### config.mk
export PLATFORM = sky130hd
export DESIGN_NAME = ym_ssg_regs
export DESIGN_NICKNAME = d
export VERILOG_FILES = /design/src/rtl/ym_ssg_regs.sv
export SDC_FILE = /design/constraint.sdc
export NUM_CORES = 1
export LEC_CHECK = 0
export CORE_MARGIN = 8
export CORE_UTILIZATION = 40
export DETAILED_ROUTE_END_ITERATION = 16
export GPL_TIMING_DRIVEN = 0
export REMOVE_ABC_BUFFERS = 1
export SKIP_LAST_GASP = 1
export SYNTH_ARGS = -nofsm -noshare
export SYNTH_HDL_FRONTEND = slang
export SYNTH_SLANG_ARGS = --single-unit
### constraint.sdc
create_clock -name PHI_S -period 6.1 [get_ports PHI_S]
set_input_delay 1.22 -clock PHI_S [delete_from_list [all_inputs] [get_ports PHI_S]]
set_output_delay 1.22 -clock PHI_S [all_outputs]
set_load 0.05 [all_outputs]
### src/rtl/ym_ssg_regs.sv
// CPU-facing register file for the YM2610 SSG section: address/data port decode,
// parallel tone/noise/envelope control fields, readback, write-busy window and envelope restart strobe.
module ym_ssg_regs #(
    parameter int unsigned BUSY_CYCLES = 4
) (
    input  logic        PHI_S,
    input  logic        RESET,
    input  logic        WR,
    input  logic        RD,
    input  logic        A0,
    input  logic [7:0]  DIN,
    output logic [7:0]  DOUT,
    output logic        BUSY,
    output logic [11:0] SSG_FREQ_A,
    output logic [11:0] SSG_FREQ_B,
    output logic [11:0] SSG_FREQ_C,
    output logic [4:0]  SSG_NOISE,
    output logic [5:0]  SSG_EN,
    output logic [4:0]  SSG_VOL_A,
    output logic [4:0]  SSG_VOL_B,
    output logic [4:0]  SSG_VOL_C,
    output logic [15:0] SSG_ENV_FREQ,
    output logic [3:0]  SSG_ENV,
    output logic        ENV_RESTART
);

    localparam int          NUM_REGS    = 14;
    localparam logic [7:0]  BUSY_LOAD   = 8'(BUSY_CYCLES);
    localparam logic [3:0]  REG_MIXER   = 4'h7;
    localparam logic [3:0]  REG_SHAPE   = 4'hD;
    localparam logic [7:0]  MIXER_RESET = 8'h3F;

    // Stored width of each register; bits above it are dropped on write.
    function automatic logic [7:0] reg_mask(input logic [3:0] idx);
        case (idx)
            4'h1, 4'h3, 4'h5, 4'hD:  reg_mask = 8'h0F;
            4'h6, 4'h8, 4'h9, 4'hA:  reg_mask = 8'h1F;
            4'h7:                    reg_mask = 8'h3F;
            default:                 reg_mask = 8'hFF;
        endcase
    endfunction

    logic [7:0] addr_q, addr_d;
    logic [7:0] regs_q [NUM_REGS];
    logic [7:0] regs_d [NUM_REGS];
    logic [7:0] busy_cnt_q, busy_cnt_d;
    logic [7:0] dout_q, dout_d;
    logic       env_restart_q, env_restart_d;

    logic       busy;
    logic       addr_mapped;
    logic       wr_addr;
    logic       wr_data;
    logic       rd_en;

    always_comb begin
        busy        = (busy_cnt_q != 8'd0);
        addr_mapped = (addr_q[7:4] == 4'h0) && (addr_q[3:0] <= REG_SHAPE);
        wr_addr     = WR && !A0;
        wr_data     = WR && A0 && !busy;
        rd_en       = RD && !WR;

        addr_d        = addr_q;
        regs_d        = regs_q;
        busy_cnt_d    = busy ? (busy_cnt_q - 8'd1) : busy_cnt_q;
        dout_d        = dout_q;
        env_restart_d = 1'b0;

        if (wr_addr) begin
            addr_d = DIN;
        end

        // Unmapped data writes still open the busy window.
        if (wr_data) begin
            busy_cnt_d = BUSY_LOAD;
            if (addr_mapped) begin
                regs_d[addr_q[3:0]] = DIN & reg_mask(addr_q[3:0]);
                env_restart_d       = (addr_q[3:0] == REG_SHAPE);
            end
        end

        if (rd_en) begin
            if (!A0) begin
                dout_d = {busy, 7'b0};
            end else if (addr_mapped) begin
                dout_d = regs_q[addr_q[3:0]];
            end else begin
                dout_d = 8'h00;
            end
        end
    end

    always_ff @(posedge PHI_S or posedge RESET) begin
        if (RESET) begin
            addr_q        <= 8'h00;
            busy_cnt_q    <= 8'h00;
            dout_q        <= 8'h00;
            env_restart_q <= 1'b0;
            for (int i = 0; i < NUM_REGS; i++) begin
                regs_q[i] <= (i == int'(REG_MIXER)) ? MIXER_RESET : 8'h00;
            end
        end else begin
            addr_q        <= addr_d;
            busy_cnt_q    <= busy_cnt_d;
            dout_q        <= dout_d;
            env_restart_q <= env_restart_d;
            for (int i = 0; i < NUM_REGS; i++) begin
                regs_q[i] <= regs_d[i];
            end
        end
    end

    assign DOUT         = dout_q;
    assign BUSY         = busy;
    assign ENV_RESTART  = env_restart_q;
    assign SSG_FREQ_A   = {regs_q[1][3:0], regs_q[0]};
    assign SSG_FREQ_B   = {regs_q[3][3:0], regs_q[2]};
    assign SSG_FREQ_C   = {regs_q[5][3:0], regs_q[4]};
    assign SSG_NOISE    = regs_q[6][4:0];
    assign SSG_EN       = regs_q[7][5:0];
    assign SSG_VOL_A    = regs_q[8][4:0];
    assign SSG_VOL_B    = regs_q[9][4:0];
    assign SSG_VOL_C    = regs_q[10][4:0];
    assign SSG_ENV_FREQ = {regs_q[12], regs_q[11]};
    assign SSG_ENV      = regs_q[13][3:0];

endmodule
==> run metrics, run 1 <==
status=finished clean; critical path arrival=2.59 ns; RR Startpoint=addr_q[0]; final design utilization=47.3%; FP Rows=49; Crit Path Class=reg -> out; Routed Antenna Nets=0; via count=4,776; actual slew at the worst max-slew pin=1.29 ns; # setup viols final=0; DRT Pass-1 Iters=4; post-DP HPWL=13,200 um; # nets final=651; Async SR Flop Fraction=100%; worst setup margin=2.29 ns; P per Cell Area=293 mW/mm^2; die area=0.0229 mm^2; Die X=151 um; largest net degree at the start of global routing=90; total power=2490 uW; #FFs+latches synth=137; WL final=18,900 um; final worst-path cycle share=62.5%; core footprint=0.0180 mm^2; Cell variety after synth=50; GRT overflow=0; Worst Hold Depth=1; R2R setup slack=2.83 ns; count leader, synth=dfrtp_1; CTS tree=built; CTS buffer count=17; top cell type by total area after synthesis=dfrtp_1; starting density of the core=40.8%; Vias/cell=5.47; Worst setup SP type=flip-flop; synthesized area=0.00732 mm^2; fmax=0.262 GHz; first-pass GRT wire length=29,700 um; Leak=0.00375 uW; yosys warns=0; clock transition at the registers of the reported paths=0.06 ns; HP Start=regs_q[4]; clk sink count=137; port bufs=104; dominant cells by area after synthesis=dfrtp_1 (45%), mux2_2 (11%), buf_4 (8.4%); share of cells above drive strength 1=23.1%; top post-synthesis cells by count=dfrtp_1 (131), buf_4 (82), o21ai_0 (76), mux2_2 (69), mux2i_1 (48); Post-CTS Setup Inserts=0; initial antenna violation count=0; root buffer cell=clkbuf_16; DRC=0; Hold Path Class=reg -> reg; die height=151 um; vias in the first global route=5,186; Max Slew Vio Count=0; WL/cell=21.7 um; Total GRT Usage=17.4%; Hold Vio Cnt, Final=0; Worst Path Max Fanout=20; Peak VDD IR=0.000200 V; hold-fix buffer count after cts=0; unrepaired setup endpoints after global routing=false; Max clock buf depth=2; final critical-path required period=3.81 ns; # H-tree levels=4; Most used DFF post-synth=dfrtp_1; cts repair resizes=0; max_slew headroom=13.7%; pre-CTS WS=2.45 ns; Cells after Synth=630; crit path capture type=output port; R2R cell count=6; Post-synth EDFFs=0; setup TNS=0 ns; Hold Path End=regs_q[4]; Worst EP required=4.88 ns; worst clock skew=0.00621 ns; worst reg2reg path endpoint=SSG_FREQ_B[7]; area grow syn2layout=16.1%; post-synth top area share=44.8%; Worst-Skew Late Latency=0.42 ns; Max Cap Viol=0; Seq/Total Area, Yosys=46.9%; syn_area_per_cell=11.6 um^2; # IOs=105; # diodes=0; RePlAce Congestion=0.822; DR iter-0 viols=357
## routing by layer
metal | routed length, um | share of wire (%) | up-vias | global-route usage [%]
met5 | 0 | 0 | - | 0
met2 | 8970 | 47 | 139 | 27.8
met1 | 8520 | 45 | 2449 | 22.0
li1 | - | - | 2160 | -
met3 | 1020 | 5.4 | 28 | 4.39
met4 | 410 | 2.2 | 0 | 6.93
## per-stage QoR
step,hold slack [ns],cell area [um^2],instances
4_1_cts,0.489,8500,873
3_3_place_gp,0.469,7840,840
3_5_place_dp,0.471,7880,841
5_1_grt,0.524,8500,873
2_1_floorplan,0.453,6510,507
6_report,0.486,8500,873
## where the power goes
part,internal (uW),switching [uW]
clock network,706,378
logic,147,204
registers,960,96.6
## flip-flops by register name (all words and copies together) (netlist names)
name and flops:
DOUT 8, ENV_RESTART 1, SSG_EN 6, SSG_ENV 4, SSG_ENV_FREQ 16, SSG_FREQ_A 12, SSG_FREQ_B 12, SSG_FREQ_C 12
SSG_NOISE 5, SSG_VOL_A 5, SSG_VOL_B 5, SSG_VOL_C 5, addr_q 8, busy_cnt_q 8, regs_q 30
## cells by family after synthesis
family / count (synthesis) / synth area share, %
AOI/OAI and AO/OA: 115 / 8.99
xor gates and xnor gates: 4 / 0.478
adders and majority gates: 7 / 1.20
buffers and inverters: 130 / 11.4
DFF: 137 / 46.9
muxes: 138 / 21.8
and+or+nand+nor: 99 / 9.16
## cell type report
cell class              count  area (um^2)
inverters                   7         31.3
flip-flops and latches    137         3440
clock inverters             7          113
clock buffers              25          515
multi-input cells         363         3050
repair buffers            105         1070
well taps                 229          287
fillers                  1583         9460
## how the worst max path moves through the flow
stage                        from           to  slack [ns]  depth (start not counted)
floorplan                   RESET      DOUT[0]        1.22                          1
global placement            RESET  ENV_RESTART       -0.57                          2
detailed placement             A0   SSG_ENV[3]        2.45                          4
CTS                 busy_cnt_q[0]         BUSY        2.27                          5
global route        busy_cnt_q[3]         BUSY        2.15                          3
finish              busy_cnt_q[3]         BUSY        2.29                          3
## layout by cell type, fill, tap and decap left out, drive strengths merged, types with 6 or more instances in the layout
cell type / count
dfrtp: 131
clkdlybuf4s50: 104
mux2: 86
o21ai: 78
mux2i: 48
clkbuf: 25
nand2: 20
nor2: 15
a22oi: 13
nand3: 11
nor4: 9
nor2b: 7
ha: 7
inv: 7
dfstp: 6
or2: 6
nand4b: 6
o22ai: 6
## critical path: stages (launching register included)
cell,delay [ns]
dfrtp_1,0.45
nor4_4,0.47
nand2_2,0.42
clkdlybuf4s50_1,0.84
Power figures use the tool's default switching activity.
==> run 2, diff against run 1 <==
clock period = 3.5 ns   (was 6.1 ns; I/O delays follow)
==> run metrics, run 2 (synthesis gave the netlist of run 1 again) <==
status=finished clean; Total GRT Usage=17.4% (unchanged); # setup viols final=0 (unchanged); GRT overflow=0 (unchanged); # nets final=651 (unchanged); total power=4340 uW (+74%); Hold Vio Cnt, Final=0 (unchanged); vias in the first global route=5,186 (unchanged); post-DP HPWL=13,200 um (unchanged); pre-CTS WS=0.320 ns (-2.13 ns); Hold Path Class=reg -> reg; Die X=151 um (unchanged); clock transition at the registers of the reported paths=0.06 ns (about the same); Leak=0.00375 uW (about the same); final worst-path cycle share=94.0%; CTS buffer count=17 (unchanged); # H-tree levels=4 (unchanged); share of cells above drive strength 1=23.3% (+0.16 points); WL/cell=21.7 um (unchanged); CTS tree=built; Worst setup SP type=flip-flop; DRT Pass-1 Iters=4 (unchanged); # diodes=0 (unchanged); most frequent cells in the layout=dfrtp_1 (129), clkdlybuf4s50_1 (104), o21ai_0 (76); area of the multi-input gates=0.00305 mm^2 (unchanged); CP delay by family, top=simple AND/OR/NAND/NOR gates; final critical-path required period=3.29 ns; P per Cell Area=511 mW/mm^2 (+74%); core footprint=0.0180 mm^2 (unchanged); Max Cap Viol=0 (unchanged); clk sink count=137 (unchanged); Sequential Area=0.00344 mm^2 (about the same); R2R setup slack=0.51 ns (-2.32 ns); largest net degree at the start of global routing=90 (unchanged); Worst EP required=2.80 ns (-2.08 ns); Vias/cell=5.47 (unchanged); RePlAce Congestion=0.822 (unchanged); max_slew headroom=40.0% (+26 points); Worst Path Max Fanout=20 (unchanged); worst clock skew=0.00621 ns (unchanged); critical path arrival=2.59 ns (about the same); DRC=0 (unchanged); Fill cells=1,582 (-0.063%); Max Slew Vio Count=0 (unchanged); fmax=0.304 GHz; Biggest register=regs_q; first-pass GRT wire length=29,700 um (unchanged); Crit Path Class=reg -> out; port bufs=104 (unchanged); final hold slack=0.486 ns (unchanged); crit path capture type=output port; # IOs=105 (unchanged); die area=0.0229 mm^2 (unchanged); worst setup margin=0.210 ns (-2.08 ns); initial antenna violation count=0 (unchanged); crit path buf inv count=1 (unchanged); WL final=18,900 um (unchanged); die height=151 um (unchanged); Routed Antenna Nets=0 (unchanged); DR iter-0 viols=357 (unchanged); critical-path cell list=nor4_4 -> nand2_2 -> clkdlybuf4s50_1; Max clock buf depth=2 (unchanged); slowest CP cell=clkdlybuf4s50_1; root buffer cell=clkbuf_16; actual slew at the worst max-slew pin=0.899 ns (-0.395 ns); commonest non-fill, non-tap cell in the layout=dfrtp_1; unrepaired setup endpoints after global routing=false; largest stage delay on the critical path=0.84 ns (about the same); max reg flops=30 (unchanged); Worst-Skew Late Latency=0.42 ns (about the same); area grow syn2layout=16.1% (about the same); via count=4,776 (unchanged); starting density of the core=40.8% (unchanged); Peak VDD IR=0.000348 V (+74%); FP Rows=49 (unchanged)
## run 2: metal layers
layer | wire (um) | vias to the layer above | GRT usage (%) | share of wire, %
met2 | 8970 | 139 | 27.8 | 47
li1 | - | 2160 | - | -
met1 | 8520 | 2449 | 22.0 | 45
met4 | 410 | 0 | 6.93 | 2.2
met5 | 0 | - | 0 | 0
met3 | 1020 | 28 | 4.39 | 5.4
## run 2: worst register-to-register path, delay by kind of cell (launching register included)
kind	cells	cell delay, ns
muxes	1	0.40
buffers and inverters	1	0.30
adders and majority gates	1	0.32
and+or+nand+nor	2	0.86
DFF	1	1.00
## run 2: timing repair
item,CTS,global route
buffers inserted,0,0
endpoints found under the setup margin,0,1
hold buffers,0,0
gates resized for setup,0,1
## run 2: cell type report
| type | instances | share of cell area (%) |
|---|---|---|
| flip-flops and latches | 137 | 40.5 |
| multi-input cells | 363 | 35.9 |
| clock inverters | 7 | 1.32 |
| repair buffers | 105 | 12.6 |
| clock buffers | 25 | 6.06 |
| well taps | 229 | 3.37 |
| inverters | 7 | 0.368 |
## run 2: path summary, 6_finish.rpt
| kind | start | endpoint | cells after the start |
|---|---|---|---|
| min in group asynchronous | RESET | SSG_FREQ_B[3] | 2 |
| setup / recovery | busy_cnt_q[3] | BUSY | 3 |
| hold reg to reg | regs_q[4] | regs_q[4] | 1 |
| hold / removal | regs_q[4] | regs_q[4] | 1 |
| max in group asynchronous | RESET | addr_q[1] | 3 |
| setup reg to reg | addr_q[1] | SSG_ENV[1] | 5 |
## run 2: through the flow
| step | setup TNS [ns] | instance area [um^2] | std cells | util [%] |
|---|---|---|---|---|
| after floorplan | -112.38 | 6510 | 507 | - |
| after CTS | 0 | 8500 | 873 | 47.3 |
| after global routing | 0 | 8510 | 873 | 47.3 |
| after detailed placement | 0 | 7880 | 841 | 43.8 |
| final | 0 | 8510 | 873 | 47.3 |
| after global placement | -436.03 | 7840 | 840 | 43.6 |
## run 2: power by group
part / total, uW / internal, uW / switching [uW]
clock network: 1890 / 1230 / 659
logic: 611 / 255 / 356
registers: 1840 / 1670 / 168
total: 4340 / 3160 / 1180
==> run 3, diff against run 2 <==
CAP_MARGIN = 10   (was not set)
==> run metrics, run 3 (synthesis gave the netlist of run 1 again) <==
status=finished clean; die height=151 um (unchanged); pre-CTS WS=0.320 ns (unchanged); die area=0.0229 mm^2 (unchanged); Total GRT Usage=17.4% (unchanged); final critical-path required period=3.28 ns (-0.00812 ns); Biggest register=regs_q; Worst-Skew Late Latency=0.42 ns (about the same); area grow syn2layout=16.5%; DRC=0 (unchanged); worst clock skew=0.00575 ns (-0.000459 ns); via count=4,815 (+0.82%); met3 Use GR=4.39% (unchanged); Psw=1180 uW (-0.33%); # nets final=652 (+0.15%); Worst Path Max Fanout=20 (unchanged); port bufs=104 (unchanged); Switching Share=27.1% (-0.11 points); # H-tree levels=4 (unchanged); total power=4350 uW (about the same); Hold Path Class=reg -> reg; power share of the sequential group=42.2% (-0.2 points); GRT overflow=0 (unchanged); first-pass GRT wire length=29,700 um (unchanged); DRT Pass-1 Iters=5 (+1); CTS tree=built; initial antenna violation count=0 (unchanged); # setup viols final=0 (unchanged); post-DP HPWL=13,200 um (unchanged); WL/cell=21.6 um (-0.25%); core footprint=0.0180 mm^2 (unchanged); max_slew headroom=37.9% (-2.1 points); internal cell power=3170 uW (+0.24%); # IOs=105 (unchanged); hold-fix buffer count after cts=0 (unchanged); clk sink count=137 (unchanged); GR peak layer=met2; Max Cap Viol=0 (unchanged); actual slew at the worst max-slew pin=0.929 ns (+0.0299 ns); vias in the first global route=5,186 (unchanged); WL final=18,900 um (-0.13%); GR met1 Demand/Resource=22.0% (unchanged); Max Slew Vio Count=0 (unchanged); final worst-path cycle share=93.8% (-0.23 points); share of cells above drive strength 1=23.3% (-0.036 points); final hold slack=0.488 ns (+0.00233 ns); Comb power frac=14.5% (+0.4 points); Vias/cell=5.51 (+0.70%); most frequent cells in the layout=dfrtp_1 (130), clkdlybuf4s50_1 (104), o21ai_0 (76); setup TNS=0 ns (unchanged); crit path capture type=output port; P per Cell Area=510 mW/mm^2 (-0.23%); max reg flops=30 (unchanged); critical path arrival=2.58 ns (about the same); GR Util met2=27.8% (unchanged); Worst EP required=2.80 ns (about the same); starting density of the core=40.8% (unchanged); Routed Antenna Nets=0 (unchanged); clock transition at the registers of the reported paths=0.06 ns (about the same); Die X=151 um (unchanged); Post-CTS Setup Inserts=0 (unchanged); root buffer cell=clkbuf_16; Hold Vio Cnt, Final=0 (unchanged); unrepaired setup endpoints after global routing=false; proportion of power drawn by the clock network=43.4% (about the same); FP Rows=49 (unchanged); DR iter-0 viols=313 (-12%); Peak VDD IR=0.000346 V (-0.50%); # diodes=0 (unchanged); Worst setup SP type=flip-flop; worst setup margin=0.218 ns (+0.00812 ns); CTS buffer count=17 (unchanged); RePlAce Congestion=0.822 (unchanged); largest net degree at the start of global routing=90 (unchanged); commonest non-fill, non-tap cell in the layout=dfrtp_1; Leak=0.00376 uW (+0.36%); Crit Path Class=reg -> out; cts repair resizes=0 (unchanged); fmax=0.305 GHz (+0.25%); Max clock buf depth=2 (unchanged)
-- run 3: changes by cell type in the layout (fill, tap and decap cells not counted) --
cell and change:
buf_16 +1, dfrtp_1 +1, dfrtp_2 -1
-- run 3: stage by stage --
stage | cells | utilization (%) | area (um^2)
2_1_floorplan | 507 | - | 6510
3_3_place_gp | 840 | 43.6 | 7840
3_5_place_dp | 841 | 43.8 | 7880
4_1_cts | 873 | 47.3 | 8500
5_1_grt | 874 | 47.5 | 8530
6_report | 874 | 47.5 | 8530
-- run 3: cell type report --
class | instances | area (um^2)
Fill cell | 1579 | 9430
Clock buffer | 25 | 515
Sequential cell | 137 | 3440
Clock inverter | 7 | 113
Tap cell | 229 | 287
Timing Repair Buffer | 106 | 1100
Multi-Input combinational cell | 363 | 3050
Inverter | 7 | 31.3
-- run 3: power groups by stage --
| stage | clock network (uW) | registers, uW | logic (uW) |
|---|---|---|---|
| after global placement | 0 | 1860 | 598 |
| after floorplan | 0 | 1910 | 352 |
| after global routing | 1990 | 1850 | 681 |
| after detailed placement | 0 | 1870 | 612 |
| after CTS | 1920 | 1840 | 614 |
| final | 1880 | 1830 | 629 |
-- run 3: metal layers --
| layer | share of wire [%] | wire (um) |
|---|---|---|
| met5 | 0 | 0 |
| met4 | 2.2 | 412 |
| met1 | 45 | 8450 |
| met3 | 5.5 | 1040 |
| met2 | 48 | 8990 |
-- run 3: critical path, stage by stage (launching register included) --
cell             delay (ns)
dfrtp_1                0.37
inv_1                  0.05
ha_1                   0.21
nor3b_4                0.18
nand2_2                0.42
clkdlybuf4s50_1        0.92
-- run 3: worst paths after layout --
path / from / end / slack [ns] / depth (start not counted)
worst max register to register: addr_q[1] / SSG_ENV[1] / 0.46 / 5
min in group asynchronous: RESET / SSG_FREQ_B[3] / 0.68 / 2
worst max-delay path: busy_cnt_q[0] / BUSY / 0.22 / 5
max in group asynchronous: RESET / addr_q[1] / 1.98 / 3
worst min register to register: regs_q[4] / regs_q[4] / 0.49 / 1
worst min-delay path: regs_q[4] / regs_q[4] / 0.49 / 1
==> RTL edit 1 (config.mk and constraints of run 2) <==
Change the localparam `NUM_REGS` from 14 to 28.
--- a/src/rtl/ym_ssg_regs.sv
+++ b/src/rtl/ym_ssg_regs.sv
@@ -26,3 +26,3 @@
 
-    localparam int          NUM_REGS    = 14;
+    localparam int          NUM_REGS    = 28;
     localparam logic [7:0]  BUSY_LOAD   = 8'(BUSY_CYCLES);
Function: same outputs for any inputs over 4 cycles, from zero or initial values and one cycle with RESET high; that may be too few to reach the edited logic, so the function may still have changed.
==> RTL edit 1 against run 2 <==
  * First-iteration DRC count decreased by 2.2%
  * Sequential cell count rose by 16
  * Wire length up 5.4%
  * Combinational power down 13%
  * Design area rose by 6.1%
  * Via count grew 5.0%
  * Sequential share of layout area increased by 2.1 points
  * Synthesized area rose by 6.4%
  * Final cell count rose by 6.1%
  * Total power down 0.54%
  * Worst setup slack gained 46 ps
  * Clock power down 4%
  * Largest cell class unchanged
==> RTL edit 1: results (changes against run 2) <==
hpwl dp - 13600 um (+3.3%)
Avg Cell Area, Syn - 12.0 sq um (+2.9%)
sequential share of the synthesized area - 49.2% (+2.3 points)
fraction of registers with async set/reset - 100% (unchanged)
largest net degree at the start of global routing - 86 (-4.4%)
Min Hold Slack - 485 ps (-1.41 ps)
final setup skew - 5.92 ps (-0.293 ps)
ys flop type - dfrtp_1
adder-cell share of the synthesized area - 1.12% (-0.071 points)
DRT Pass-1 Iters - 5 (+1)
reg2reg end - regs_q[111]
CP Data Arrival Time - 3550 ps (+960 ps)
Yosys cell types - 40 (-20%)
Post-Place Cells - 894 (+6.3%)
layout cells sized above 1 - 22.2% (-1.1 points)
Starting DRT DRC Count - 349 (-2.2%)
vias in the first global route - 5352 (+3.2%)
slew margin rel. - 5.06% (-35 points)
XOR/XNOR share of the synthesized area - 0.450% (-0.029 points)
Hold Crit Start - regs_q[116]
main area contributors after synthesis - dfrtp_1 (47%), mux4_2 (9.3%), mux2_2 (9.0%)
Total Wirelength - 19900 um (+5.4%)
Synth top cells by count - dfrtp_1 (147), o21ai_0 (110), buf_4 (83)
first-pass GRT wire length - 31800 um (+7.1%)
CP max-delay cell - nor2_1
I/O Buffers - 104 (unchanged)
Peak supply drop - 0.340 mV (-2.4%)
post-synthesis compound-gate area fraction - 9.59% (+0.60 points)
r2r setup slk - 260 ps (-250 ps)
Reg2Reg Depth - 7 (+2)
status - complete, no violations
final std cells w/o fill - 926 (+6.1%)
vias per std cell - 5.42 (-1.0%)
multiplexer share of the synthesized area - 22.3% (+0.46 points)
Max Fanout on Critical Path - 18 (-10%)
max reg flops - 46 (+53%)
Worst Hold Path EP - regs_q[116]
sw frac - 26.5% (-0.76 points)
==> RTL edit 1: cell count changes after synthesis, moves of 13 or more <==
cell,run 2,this run
mux4_2,4,32
mux2i_1,48,16
or3_1,0,13
dfrtp_1,131,147
nand2_1,19,35
o21ai_0,76,110
==> RTL edit 1: cells by family (layout without fill, tap and decap cells) <==
kind of cell | Yosys count | count (layout)
compound gates | 136 | 136
xor+xnor | 4 | 4
fa+ha+maj | 7 | 7
buf+inv | 138 | 148
flops | 153 | 153
mux | 122 | 122
simple gates | 91 | 91
==> RTL edit 1: worst max-delay path by stage <==
stage                              to          start
final                     regs_q[111]      addr_q[1]
after global routing      regs_q[107]      addr_q[0]
after CTS                        BUSY  busy_cnt_q[0]
after detailed placement   regs_q[98]             A0
after global placement      addr_q[4]          RESET
after floorplan               DOUT[0]          RESET
==> RTL edit 1: cell type report <==
| class | count | area, sq um |
|---|---|---|
| inverter | 9 | 38.8 |
| fill | 1747 | 10200 |
| clock buffer | 24 | 492 |
| sequential | 153 | 3840 |
| tap | 265 | 332 |
| multi-input combinational | 360 | 3110 |
| clock inverter | 8 | 95.1 |
| timing repair buffer | 107 | 1120 |
==> RTL edit 1: power groups by stage <==
| stage | clock (mW) | sequential, mW | combinational [mW] |
|---|---|---|---|
| 2_1_floorplan | 0 | 2.03 | 0.303 |
| 3_3_place_gp | 0 | 2.02 | 0.475 |
| 4_1_cts | 1.86 | 1.97 | 0.543 |
| 6_report | 1.82 | 1.96 | 0.534 |
| 5_1_grt | 1.93 | 1.98 | 0.588 |
| 3_5_place_dp | 0 | 2.00 | 0.540 |
==> RTL edit 1: through the flow <==
stage               total power [mW]  instance area [sq um]  setup slack (ps)
finish                          4.32                   9020               256
global route                    4.49                   9020              31.4
CTS                             4.37                   9020              74.8
detailed placement              2.54                   8430              32.2
global placement                2.49                   8350             -3180
floorplan                       2.33                   6970             -1310
==> RTL edit 1: metal layers <==
metal,vias up,track usage [%],wire length (um)
met5,-,0,0
met4,0,5.13,219
met3,19,4.49,1190
met2,157,27.9,9700
met1,2593,22.3,8840
li1,2246,-,-
==> RTL edit 1: what timing repair did <==
item                                    CTS  global route
hold buffers                              0             0
gates resized for setup                   0             2
endpoints found under the setup margin    0             2
==> RTL edit 2 (flow settings as in run 2) <==
Without the edit above. Put a register stage on the output `SSG_VOL_C`. The value now appears one clock later. The other outputs are not delayed to match.
--- a/src/rtl/ym_ssg_regs.sv
+++ b/src/rtl/ym_ssg_regs.sv
@@ -122,3 +122,5 @@
     assign SSG_VOL_B    = regs_q[9][4:0];
-    assign SSG_VOL_C    = regs_q[10][4:0];
+    always_ff @(posedge PHI_S) begin
+        SSG_VOL_C <= regs_q[10][4:0];
+    end
     assign SSG_ENV_FREQ = {regs_q[12], regs_q[11]};
Formal check against the unedited RTL: not equivalent (a bounded check fails within 4 cycles, from zero or initial values and one cycle with RESET high).
==> RTL edit 2 against run 2 <==
  * Worst setup slack lost 59 ps
  * Total power shrank 1.4%
  * Non-clock buffer count grew 1
  * Register-to-register slack lost 280 ps
  * Sequential cell count grew 5
  * Wire length grew 3.2%
  * Synthesized area grew 1.0%
  * Design area grew 0.21%
  * Synthesized cell count grew 0.95%
  * Sequential share of layout area grew 1.1 points
  * Hold slack lost 86 ps
  * Sequential power grew 2%
  * Largest power group is now registers
==> RTL edit 2: results (changes against run 2) <==
status - complete, no violations
met3 wire length - 1130 um (+11%)
routing usage on met2 - 27.9% (+0.095 points)
CP Data Arrival Time - 2650 ps (+60 ps)
CP top delay family - buffers and inverters
Yosys cell types - 46 (-8.0%)
M1 wire length - 8670 um (+1.8%)
Max Fanout on Critical Path - 22 (+10%)
Clk pwr share - 40.2% (-3.3 points)
Hold Crit Start - regs_q[28]
pre-CTS WS - 40.1 ps (-280 ps)
worst setup path startpoint - busy_cnt_q[0]
DR vias - 4933 (+3.3%)
fin nets - 659 (+1.2%)
Starting DRT DRC Count - 425 (+19%)
max reg flops - 35 (+17%)
vias in the first global route - 5139 (-0.91%)
sequential share of the synthesized area - 47.8% (+0.88 points)
Worst Hold Path EP - SSG_VOL_C[4]
Worst Max-Slew Pin Slew - 1330 ps (+426 ps)
final worst path period need - 3350 ps (+58.8 ps)
largest net degree at the start of global routing - 97 (+7.8%)
Peak supply drop - 0.368 mV (+5.8%)
met2 wire len - 9380 um (+4.5%)
P_leak - 3.76 nW (+0.30%)
layout cells sized above 1 - 20.4% (-2.9 points)
hpwl dp - 13200 um (+0.56%)
Worst Hold Path Cells - 0 (-1)
Total Wirelength - 19500 um (+3.2%)
Global Route Usage Sum - 17.2% (-0.15 points)
Min Hold Slack - 400 ps (-85.9 ps)
multiplexer share of the synthesized area - 20.6% (-1.3 points)
GR Util met1 - 22.5% (+0.46 points)
reg-to-reg startpoint - addr_q[0]
GR Util met3 - 3.74% (-0.65 points)
r2r setup slk - 230 ps (-280 ps)
XOR/XNOR share of the synthesized area - 0.592% (+0.11 points)
fraction of registers with async set/reset - 96.5% (-3.5 points)
final setup skew - 8.18 ps (+1.97 ps)
# fillers - 1589 (+0.44%)
main area contributors after synthesis - dfrtp_1 (44%), mux2_4 (8.1%), buf_4 (7.9%)
Post-Place Cells - 849 (+0.95%)
DRT Pass-1 Iters - 6 (+2)
Final Wtd Congestion - 0.871 (+5.9%)
post-synthesis compound-gate area fraction - 9.57% (+0.59 points)
reg2reg end - SSG_ENV_FREQ[8]
adder-cell share of the synthesized area - 1.18% (-0.012 points)
Synth top cells by count - dfrtp_1 (131), o21ai_0 (104), buf_4 (78)
sw power - 1.26 mW (+6.8%)
CP peak stage delay - 890 ps (+50 ps)
first-pass GRT wire length - 31000 um (+4.4%)
initial antenna violation count - 0 (unchanged)
RTL edit 2: cell types whose count changed in the layout (fill, tap and decap cells not counted), sizes merged, moves of 7 or more:
cell    change
mux2       -30
inv        +12
or4         +7
mux4       +12
nand2      +18
o221ai     +10
a22oi      -12
mux2i      -10
o21ai      +26
RTL edit 2: area by class of cell:
cell class                      count  area [sq um]  area share, %
Sequential cell                   142          3540           41.5
Multi-Input combinational cell    355          2970           34.9
Timing Repair Buffer              106          1090           12.8
Clock buffer                       20           457           5.36
Tap cell                          229           287           3.36
Clock inverter                     12           110           1.29
Inverter                           17          68.8          0.807
RTL edit 2: stage by stage:
| step | TNS (ps) | total power, mW | area (sq um) |
|---|---|---|---|
| 2_1_floorplan | -112380 | 2.33 | 6560 |
| 5_1_grt | 0 | 4.45 | 8520 |
| 3_3_place_gp | -401920 | 2.55 | 7890 |
| 3_5_place_dp | 0 | 2.58 | 7940 |
| 4_1_cts | 0 | 4.30 | 8510 |
| 6_report | 0 | 4.28 | 8520 |
